--- src/rtl/actuator_delay_timer.sv ---
// Dead-time counter for one actuator: active once DELAY enabled edges have been seen in a row.
module actuator_delay_timer #(
  parameter int unsigned DELAY = 10
) (
  input  logic clk,
  input  logic reset,
  input  logic enable,
  input  logic clear,
  output logic active
);

  localparam int unsigned CW = (DELAY < 1) ? 1 : $clog2(DELAY + 1);
  localparam logic [CW-1:0] LIMIT = CW'(DELAY);

  logic [CW-1:0] count;

  always_ff @(posedge clk) begin
    if (reset || clear) begin
      count <= '0;
    end else if (enable && (count != LIMIT)) begin
      count <= count + CW'(1);
    end
  end

  assign active = enable && (count == LIMIT);

endmodule

--- config.mk ---
export PLATFORM = sky130hd
export DESIGN_NAME = actuator_delay_timer
export DESIGN_NICKNAME = d
export VERILOG_FILES = /design/src/rtl/actuator_delay_timer.sv
export SDC_FILE = /design/constraint.sdc
export NUM_CORES = 1
export LEC_CHECK = 0
export CAP_MARGIN = 20
export CELL_PAD_IN_SITES_DETAIL_PLACEMENT = 0
export CELL_PAD_IN_SITES_GLOBAL_PLACEMENT = 2
export CORE_AREA = 10 10 47 49
export DETAILED_ROUTE_END_ITERATION = 7
export DIE_AREA = 0 0 57 59
export PLACE_DENSITY = 0.54
export SLEW_MARGIN = 20
export SYNTH_ARGS = -nofsm -noshare
export SYNTH_HDL_FRONTEND = slang
export SYNTH_SLANG_ARGS = --single-unit
--- constraint.sdc ---
create_clock -name clk -period 2.9 [get_ports clk]
set_clock_uncertainty 0.05 [all_clocks]
set_input_delay 0.435 -clock clk [delete_from_list [all_inputs] [get_ports clk]]
set_output_delay 0.435 -clock clk [all_outputs]
set_load 0.01 [all_outputs]
# == Yosys cells after proc, flatten, opt, wreduce, memory -nomap -nowiden ==
# Index checks and enable logic that the tools add are counted.
# W data, S select, Z words.
# totals
register_bits,4
latchBits,0
mem_bits_rw,0
romBits,0
output_inout_bits,1
word_cells,7
mem_count,0
# op_classes
addsub,1
n_mul,0
n_div,0
n_lt_le_gt_ge,0
n_eq_ne,2
n_shift,0
muxes,0
bitwise_logic,0
n_reduce_logical,3
# ops
cell,n
$add A4 B1 Y4 const B,1
$eq A4 B4 Y1 const B,1
$ne A4 B4 Y1 const B,1
$logic_and A1 B1 Y1,2
$logic_or A1 B1 Y1,1

# == Depth between registers and ports, before layout ==
# Gate-level depths: netlist (run 1).
# depth
ltp_word,2
mapped_depth,5
ltp_nobuf,5

# == Least setup slack after synthesis (run 1) ==
# No wires, ideal clock.
# synth_timing
path_kind,reg2out
start,register count[0]
end,output active
arrival_ps,861
required_ps,2415
path_slack_ps,1554
stages_incl_launch_ff,5
n_path_buf,0
cell_sequence,dfxtp_1 -> inv_1 -> ha_1 -> nand3b_4 -> nor2_1
# synth_between
elab_chain_len,2
# synth_lines
element,line,source
from (decl),15,logic [CW-1:0] count;
from (signal assigned),21,count <= count + CW'(1);
$eq A4 B4 Y1,25,assign active = enable && (count == LIMIT);
$logic_and A1 B1 Y1,25,
to (decl),9,output logic active
# No other way between the ends.

# == Worst setup path after layout (run 1) ==
# layout_timing
start,input enable
end,output active
# layout_between
elab_chain_len,1
# layout_lines
element,line,source
from (decl),7,"input logic enable,"
$logic_and A1 B1 Y1,25,
# No other way between the ends.

==> impl_metrics.json, run 1 <==
{
  "syn_nets": 28,
  "place_inst": 42,
  "synth-seq-area-share_pct": 35.6,
  "synth.top_cell.area_share_pct": 35.6,
  "initial_core_util_pct": 16.1,
  "final_area_um2": 308,
  "clk_path_buf_depth": 2,
  "setup_viol": 0,
  "die-width_um": 57,
  "netlist_area_um2": 225,
  "hold_class": "flip-flop to flip-flop",
  "die_h_um": 59,
  "vias_per_cell": 4.07,
  "power.total_mw": 0.138,
  "cts_buffers": 3,
  "synth_cell_types": 16,
  "drt_iter0_markers": 1,
  "syn_inst": 22,
  "power_frac_comb_pct": 9.7,
  "finalHoldViolations": 0,
  "critPathCaptureType": "output pin",
  "largest_reg_flops": 4,
  "reg.largest.list": "count x4",
  "p_sw_mw": 0.0279,
  "wl_um": 460,
  "cts-resized-gates": 0,
  "antenna_found_initial": 0,
  "cp-start-kind": "input port",
  "synth_area_leaders": "dfxtp_1 (36%), ha_1 (11%), nand3b_4 (8.9%)",
  "fin_ws_ps": 622,
  "critPathMaxFanout": 7,
  "routedWlPerCell_um": 10.2,
  "drc_errors": 0,
  "via_count": 183,
  "crit_arrival_ps": 1790,
  "dpl_cell_area_um2": 285,
  "gp_congestion": 0.721,
  "synth-seq-cells": 4,
  "dp_slack_ps": 624,
  "postCtsSetupBuffers": 0,
  "p_clk_share_pct": 48.4,
  "internal-power_mw": 0.110,
  "clkTransAtPathRegs_ps": 30,
  "critical_path_required_ps": 2410,
  "finalNonFillerCells": 45,
  "critical-path-max-stage-delay_ps": 590,
  "n_antenna_cell": 0,
  "r2r_slack_ps": 1700,
  "post-route-period-util_pct": 78.5,
  "cts_tree": "built",
  "first_pass_iters": 3,
  "p_sw_share_pct": 20.3,
  "die_area_mm2": 0.00336,
  "rows": 14,
  "crit_family": "buffers and inverters",
  "timing.fmax_ghz": 0.439,
  "clock-sinks": 4,
  "synth_warnings": 0,
  "maxCapViolCount": 0,
  "grt.total_usage_pct": 3.23,
  "crit_type": "input port to output pin",
  "holdBufCountCts": 0,
  "drive_gt1_share_pct": 24.1,
  "path_common_cell": "clkdlybuf4s50_1",
  "core_area_mm2": 0.00140,
  "setup-tns-final_ps": 0,
  "clk_latency_ps": 230,
  "synth.avg_cell_area_um2": 10.2,
  "portBuffers": 4,
  "slew_viol_final": 0,
  "htreeDepth": 1,
  "crit_buf_inv": 3,
  "sequentialPowerShare_pct": 41.9,
  "irDropWorstVdd_mv": 0.155,
  "grt_overflow": 0,
  "outcome": "finished clean",
  "fin_util_pct": 22.0,
  "worst_slew_margin_rel_pct": 84.9,
  "tightest_slew_ps": 225,
  "fillers": 159,
  "leakage_nw": 0.149,
  "top_register": "count",
  "rsz0062_at_grt": "no",
  "critical-path-slowest-cell": "clkdlybuf4s50_1",
  "grt_pass1_wl_um": 772,
  "fin_nets": 37,
  "grt_pass1_vias": 202,
  "syn_to_final_growth_pct": 36.7,
  "synth_top_area_cell": "dfxtp_1",
  "io_pins": 5,
  "period_minus_slack_ps": 2280,
  "power_per_cell_area_mw_per_mm2": 447,
  "cts-root-buf": "clkbuf_4",
  "grt_max_degree": 8,
  "ant_nets": 0,
  "final_cell_mix": "dfxtp_1 (4), clkdlybuf4s50_1 (4), clkbuf_4 (3)",
  "path_cells": "clkdlybuf4s50_1, inv_1, nor2_1, clkdlybuf4s50_1",
  "timing.hold.ws_ps": 531
}
## area by class of cell
class	instances	area (um2)	share of cell area [%]
Multi-Input combinational cell	16	138	44.7
Sequential cell	4	80.1	26.0
Timing Repair Buffer	4	40.0	13.0
Clock buffer	3	22.5	7.32
Tap cell	16	20.0	6.50
Inverter	2	7.51	2.44
## Yosys cell counts
master    count
nand3b_4      1
nor2_1        1
xor2_1        2
a211oi_2      1
nand4_1       1
ha_1          2
nand2_1       1
nor4_1        1
nor3_1        1
nor4_2        1
inv_1         2
dfxtp_1       4
a21o_1        1
nand3_1       1
and3_2        1
a21oi_1       1
## power groups by stage
| stage | clock, mW | combinational [mW] | sequential [mW] |
|---|---|---|---|
| floorplan | 0 | 0.00580 | 0.0582 |
| global placement | 0 | 0.0130 | 0.0586 |
| detailed placement | 0 | 0.0135 | 0.0584 |
| CTS | 0.0709 | 0.0135 | 0.0576 |
| global route | 0.0733 | 0.0145 | 0.0578 |
| finish | 0.0665 | 0.0133 | 0.0576 |
## worst min-delay path: cells and delay by family (launching register included)
kind / cells / cell delay, ps
AND/OR/NAND/NOR: 1 / 60
AO/OA/AOI/OAI: 1 / 150
flip-flops: 1 / 320
## final timing paths
check,start,end,cells after the start
hold / removal,count[1],count[1],2
setup / recovery,enable,active,4
hold reg to reg,count[1],count[1],2
setup reg to reg,count[0],count[0],5
## logic make-up (layout without fill, tap and decap cells)
| logic type | after synthesis | after routing | synth area share [%] |
|---|---|---|---|
| simple gates | 9 | 9 | 31.1 |
| flops | 4 | 4 | 35.6 |
| compound gates | 3 | 3 | 11.1 |
| fa+ha+maj | 2 | 2 | 11.1 |
| xor+xnor | 2 | 2 | 7.78 |
| buf+inv | 2 | 9 | 3.33 |
## metal layers
metal / GRT usage [%] / vias to the layer above / part of all wire (%)
met4: 5.03 / 0 / 1.5
met5: 0 / - / 0
li1: - / 95 / -
met2: 5.12 / 4 / 60
met1: 2.12 / 82 / 30
met3: 1.93 / 2 / 8.3
(Power assumes the default switching activity.)
==> run 2: changes to the inputs <==
==> constraint.sdc (replaced) <==
create_clock -name clk -period 2.1 [get_ports clk]
set_clock_uncertainty 0.05 [all_clocks]
set_input_delay 0.315 -clock clk [delete_from_list [all_inputs] [get_ports clk]]
set_output_delay 0.315 -clock clk [all_outputs]
set_load 0.01 [all_outputs]
==> impl_metrics.json, run 2 (synthesized netlist as in run 1, its figures left out) <==
{
  "tightest_slew_ps": 194,
  "clkTransAtPathRegs_ps": 40,
  "worst_slew_margin_rel_pct": 86.9,
  "die_area_mm2": 0.00336,
  "largest_reg_flops": 4,
  "clk_path_buf_depth": 2,
  "timing.fmax_ghz": 0.603,
  "clock-sinks": 4,
  "fin_nets": 38,
  "critical-path-max-stage-delay_ps": 320,
  "grt_max_degree": 7,
  "critical-path-slowest-cell": "dfxtp_1",
  "r2r_slack_ps": 890,
  "slew_viol_final": 0,
  "clk_latency_ps": 240,
  "grt_pass1_vias": 214,
  "crit_buf_inv": 2,
  "post-route-period-util_pct": 79.0,
  "vias_per_cell": 4.33,
  "cts_tree": "built",
  "reg.largest.list": "count x4",
  "power.total_mw": 0.196,
  "cts_buffers": 3,
  "fin_util_pct": 22.7,
  "cts-root-buf": "clkbuf_4",
  "first_pass_iters": 2,
  "rows": 14,
  "register_area_um2": 80.1,
  "crit_family": "flip-flops",
  "die-width_um": 57,
  "core_area_mm2": 0.00140,
  "cp-start-kind": "flip-flop",
  "routedWlPerCell_um": 11.2,
  "drc_errors": 0,
  "irDropWorstVdd_mv": 0.228,
  "finalHoldViolations": 0,
  "ant_nets": 0,
  "top_register": "count",
  "gp_congestion": 0.686,
  "setup-tns-final_ps": 0,
  "die_h_um": 59,
  "via_count": 199,
  "setup_viol": 0,
  "crit_arrival_ps": 1290,
  "rsz0062_at_grt": "no",
  "final_cell_mix": "dfxtp_1 (4), clkbuf_4 (3), clkdlybuf4s50_1 (3)",
  "power_per_cell_area_mw_per_mm2": 616,
  "drt_iter0_markers": 1,
  "maxCapViolCount": 0,
  "outcome": "finished clean",
  "critPathMaxFanout": 5,
  "antenna_found_initial": 0,
  "io_pins": 5,
  "n_antenna_cell": 0,
  "crit_type": "flip-flop to output pin",
  "grt_overflow": 0,
  "htreeDepth": 1,
  "syn_to_final_growth_pct": 41.1,
  "leakage_nw": 0.173,
  "holdBufCountCts": 0,
  "hold_class": "flip-flop to flip-flop",
  "wl_um": 515,
  "initial_core_util_pct": 16.1,
  "final_common_cell": "dfxtp_1",
  "multiInputGateArea_um2": 138,
  "portBuffers": 4,
  "critPathCaptureType": "output pin",
  "period_minus_slack_ps": 1660,
  "critical_path_required_ps": 1740,
  "fillers": 162,
  "path_cells": "inv_1, ha_1, nand3b_4, nor2_1, dlymetal6s2s_1",
  "grt.total_usage_pct": 3.66,
  "grt_pass1_wl_um": 848,
  "drive_gt1_share_pct": 26.7
}
[run 2: cell types whose count changed in the layout (fill, tap and decap cells not counted)]
cell             delta
dlymetal6s2s_1      +1
buf_4               +1
clkdlybuf4s50_1     -1
[run 2: metal layers]
layer	vias up	share of wire, %	track usage, %
met2	6	60	6.51
met3	4	7.4	1.93
li1	96	-	-
met1	93	27	1.89
met4	0	5.2	6.04
met5	-	0	0
[run 2: timing repair]
item / 4_1_cts / 5_1_grt
resized for setup: 0 / 1
endpoints found under the hold margin: 0 / 0
endpoints found under the setup margin: 0 / 1
setup buffers: 0 / 0
[run 2: final timing paths]
check / startpoint / to / cells after the start
worst max-delay path: count[0] / active / 5
worst min-delay path: count[1] / count[1] / 2
worst max register to register: count[0] / count[0] / 5
worst min register to register: count[1] / count[1] / 2
[run 2: cell type report]
type / count / share of cell area, %
Multi-Input combinational cell: 16 / 43.3
Sequential cell: 4 / 25.2
Timing Repair Buffer: 5 / 15.7
Clock buffer: 3 / 7.09
Tap cell: 16 / 6.30
Inverter: 2 / 2.36
[run 2: stage by stage]
step	setup slack (ps)	instance area, um2	cells	hold WS, ps
global route	331	318	46	561
global placement	203	293	43	536
CTS	30.8	315	46	533
finish	440	318	46	529
floorplan	874	225	22	330
detailed placement	203	293	43	528
[run 2: worst reg2reg max path, delay by kind of cell, from the launching register on]
family | cells | cell delay [ps]
DFF | 1 | 320
adders and majority gates | 1 | 200
and+or+nand+nor | 1 | 100
AOI/OAI and AO/OA | 2 | 350
buffers and inverters | 1 | 110
[run 2: power by group]
| part | switching, mW | total [mW] | leakage (nW) | internal, mW |
|---|---|---|---|---|
| Clock | 0.0323 | 0.0962 | 0.0138 | 0.0639 |
| Sequential | 0.00145 | 0.0796 | 0.0325 | 0.0781 |
| Combinational | 0.00929 | 0.0201 | 0.127 | 0.0108 |
| Total | 0.0430 | 0.196 | 0.173 | 0.153 |
==> run 3: changes to the inputs <==
--- a/config.mk
+++ b/config.mk
@@ -11,7 +11,7 @@
 export CORE_AREA = 10 10 47 49
 export DETAILED_ROUTE_END_ITERATION = 7
 export DIE_AREA = 0 0 57 59
-export PLACE_DENSITY = 0.54
+export PLACE_DENSITY = 0.56
 export SLEW_MARGIN = 20
 export SYNTH_ARGS = -nofsm -noshare
 export SYNTH_HDL_FRONTEND = slang
==> constraint.sdc (replaced) <==
create_clock -name clk -period 1.4 [get_ports clk]
set_clock_uncertainty 0.05 [all_clocks]
set_input_delay 0.21 -clock clk [delete_from_list [all_inputs] [get_ports clk]]
set_output_delay 0.21 -clock clk [all_outputs]
set_load 0.01 [all_outputs]
==> impl_metrics.json, run 3 (synthesized netlist as in run 1, its figures left out) <==
{
  "critical-path-max-stage-delay_ps": 310,
  "clock-sinks": 4,
  "grt_pass1_wl_um": 966,
  "reg2reg_from": "count[0]",
  "initial_core_util_pct": 16.1,
  "drt_iter0_markers": 0,
  "worst_slew_margin_rel_pct": 86.5,
  "rr_worst_depth": 6,
  "rsz0062_at_grt": "no",
  "drive_gt1_share_pct": 51.4,
  "place_inst": 50,
  "critPathCaptureType": "output pin",
  "maxCapViolCount": 0,
  "finalNonFillerCells": 53,
  "ant_nets": 0,
  "fin_nets": 45,
  "vias_per_cell": 4.06,
  "gp_congestion": 0.750,
  "final_cell_mix": "buf_4 (8), dfxtp_1 (4), clkbuf_4 (3), clkdlybuf4s50_1 (3), xor2_1 (2)",
  "crit_family": "flip-flops",
  "io_pins": 5,
  "crit_start": "count[0]",
  "die_area_mm2": 0.00336,
  "post-route-period-util_pct": 95.4,
  "clk_path_buf_depth": 2,
  "r2r_slack_ps": 180,
  "dp_slack_ps": -275,
  "wl_um": 542,
  "cts-root-buf": "clkbuf_4",
  "p_sw_mw": 0.0651,
  "portBuffers": 4,
  "first_pass_iters": 1,
  "rows": 14,
  "power_frac_comb_pct": 13.0,
  "crit_type": "flip-flop to output pin",
  "cts_tree": "built",
  "htreeDepth": 1,
  "cp-endpoint": "active",
  "hold_start": "reset",
  "sequentialPowerShare_pct": 39.7,
  "critPathMaxFanout": 2,
  "top_register": "count",
  "p_clk_share_pct": 47.3,
  "via_count": 215,
  "power_per_cell_area_mw_per_mm2": 795,
  "p_sw_share_pct": 21.7,
  "tightest_slew_ps": 200,
  "syn_to_final_growth_pct": 67.8,
  "largest_reg_flops": 4,
  "holdBufCountCts": 0,
  "die-width_um": 57,
  "internal-power_mw": 0.235,
  "timing.fmax_ghz": 0.748,
  "routedWlPerCell_um": 10.2,
  "setup_viol": 0,
  "grt.total_usage_pct": 3.79,
  "final_common_cell": "buf_4",
  "period_minus_slack_ps": 1340,
  "finalHoldViolations": 0,
  "leakage_nw": 0.192,
  "drc_errors": 0,
  "dp_hpwl_um": 435,
  "timing.hold.ws_ps": 588,
  "slew_viol_final": 0,
  "fin_ws_ps": 63.8,
  "rr_endpoint": "count[0]",
  "n_antenna_cell": 0,
  "power.total_mw": 0.300,
  "cts_buffers": 3,
  "clkTransAtPathRegs_ps": 40,
  "core_area_mm2": 0.00140,
  "antenna_found_initial": 0,
  "hold_class": "input port to flip-flop",
  "critical-path-slowest-cell": "dfxtp_1",
  "reg.largest.list": "count x4",
  "outcome": "finished clean",
  "crit_buf_inv": 2,
  "grt_overflow": 0,
  "cp-start-kind": "flip-flop",
  "irDropWorstVdd_mv": 0.316,
  "clk_latency_ps": 240,
  "path_cells": "inv_2, ha_4, nand3b_4, nor2_2, buf_2",
  "die_h_um": 59,
  "crit_arrival_ps": 1080,
  "grt_pass1_vias": 255,
  "critical_path_required_ps": 1140,
  "grt_max_degree": 7,
  "fillers": 165,
  "cp.depth": 5
}
==> run 3: worst min-delay path by stage <==
| stage | end | slack [ps] | cells after the start |
|---|---|---|---|
| after floorplan | count[0] | 220 | 1 |
| after global placement | count[0] | 620 | 4 |
| after detailed placement | count[0] | 630 | 4 |
| after CTS | count[0] | 590 | 2 |
| after global routing | count[0] | 600 | 2 |
| final | count[0] | 590 | 2 |
==> run 3: layout make-up <==
cell class / count / area (um2) / area share (%)
sequential: 4 / 80.1 / 21.2
inverter: 2 / 7.51 / 1.99
multi-input combinational: 16 / 153 / 40.4
clock buffer: 3 / 22.5 / 5.96
timing repair buffer: 12 / 95.1 / 25.2
tap: 16 / 20.0 / 5.30
==> run 3: worst register-to-register path, cell delays in order, from the launching register on <==
cell and delay [ps]:
dfxtp_1 310, inv_2 80, ha_4 140, nand3b_4 80, buf_4 150, a21o_1 180
a211oi_2 160
==> run 3: through the flow <==
stage / setup TNS (ps) / util (%) / area [um2]
floorplan: 0 / - / 225
global placement: -269 / 24.6 / 345
detailed placement: -275 / 24.6 / 345
CTS: 0 / 26.3 / 368
global route: 0 / 27.0 / 378
finish: 0 / 27.0 / 378
==> run 3: timing repair <==
| action | CTS | global route |
|---|---|---|
| resized for setup | 7 | 1 |
| cloned | 0 | 0 |
| buffers inserted | 0 | 0 |
| endpoints found under the setup margin | 1 | 1 |
==> run 3: metal layers <==
layer  part of all wire (%)  global-route usage, %  vias to the layer above
li1                       -                      -                      110
met2                     55                   6.82                        5
met3                    5.7                   1.72                        2
met5                      0                      0                        -
met1                     37                   2.83                       98
met4                    3.0                   4.03                        0
==> run 3: power by group through the flow <==
stage                     combinational, mW  sequential [mW]  clock [mW]
after global routing                 0.0437            0.119       0.152
final                                0.0391            0.119       0.142
after global placement               0.0354            0.120           0
after CTS                            0.0371            0.119       0.150
after floorplan                      0.0120            0.121           0
after detailed placement             0.0363            0.120           0
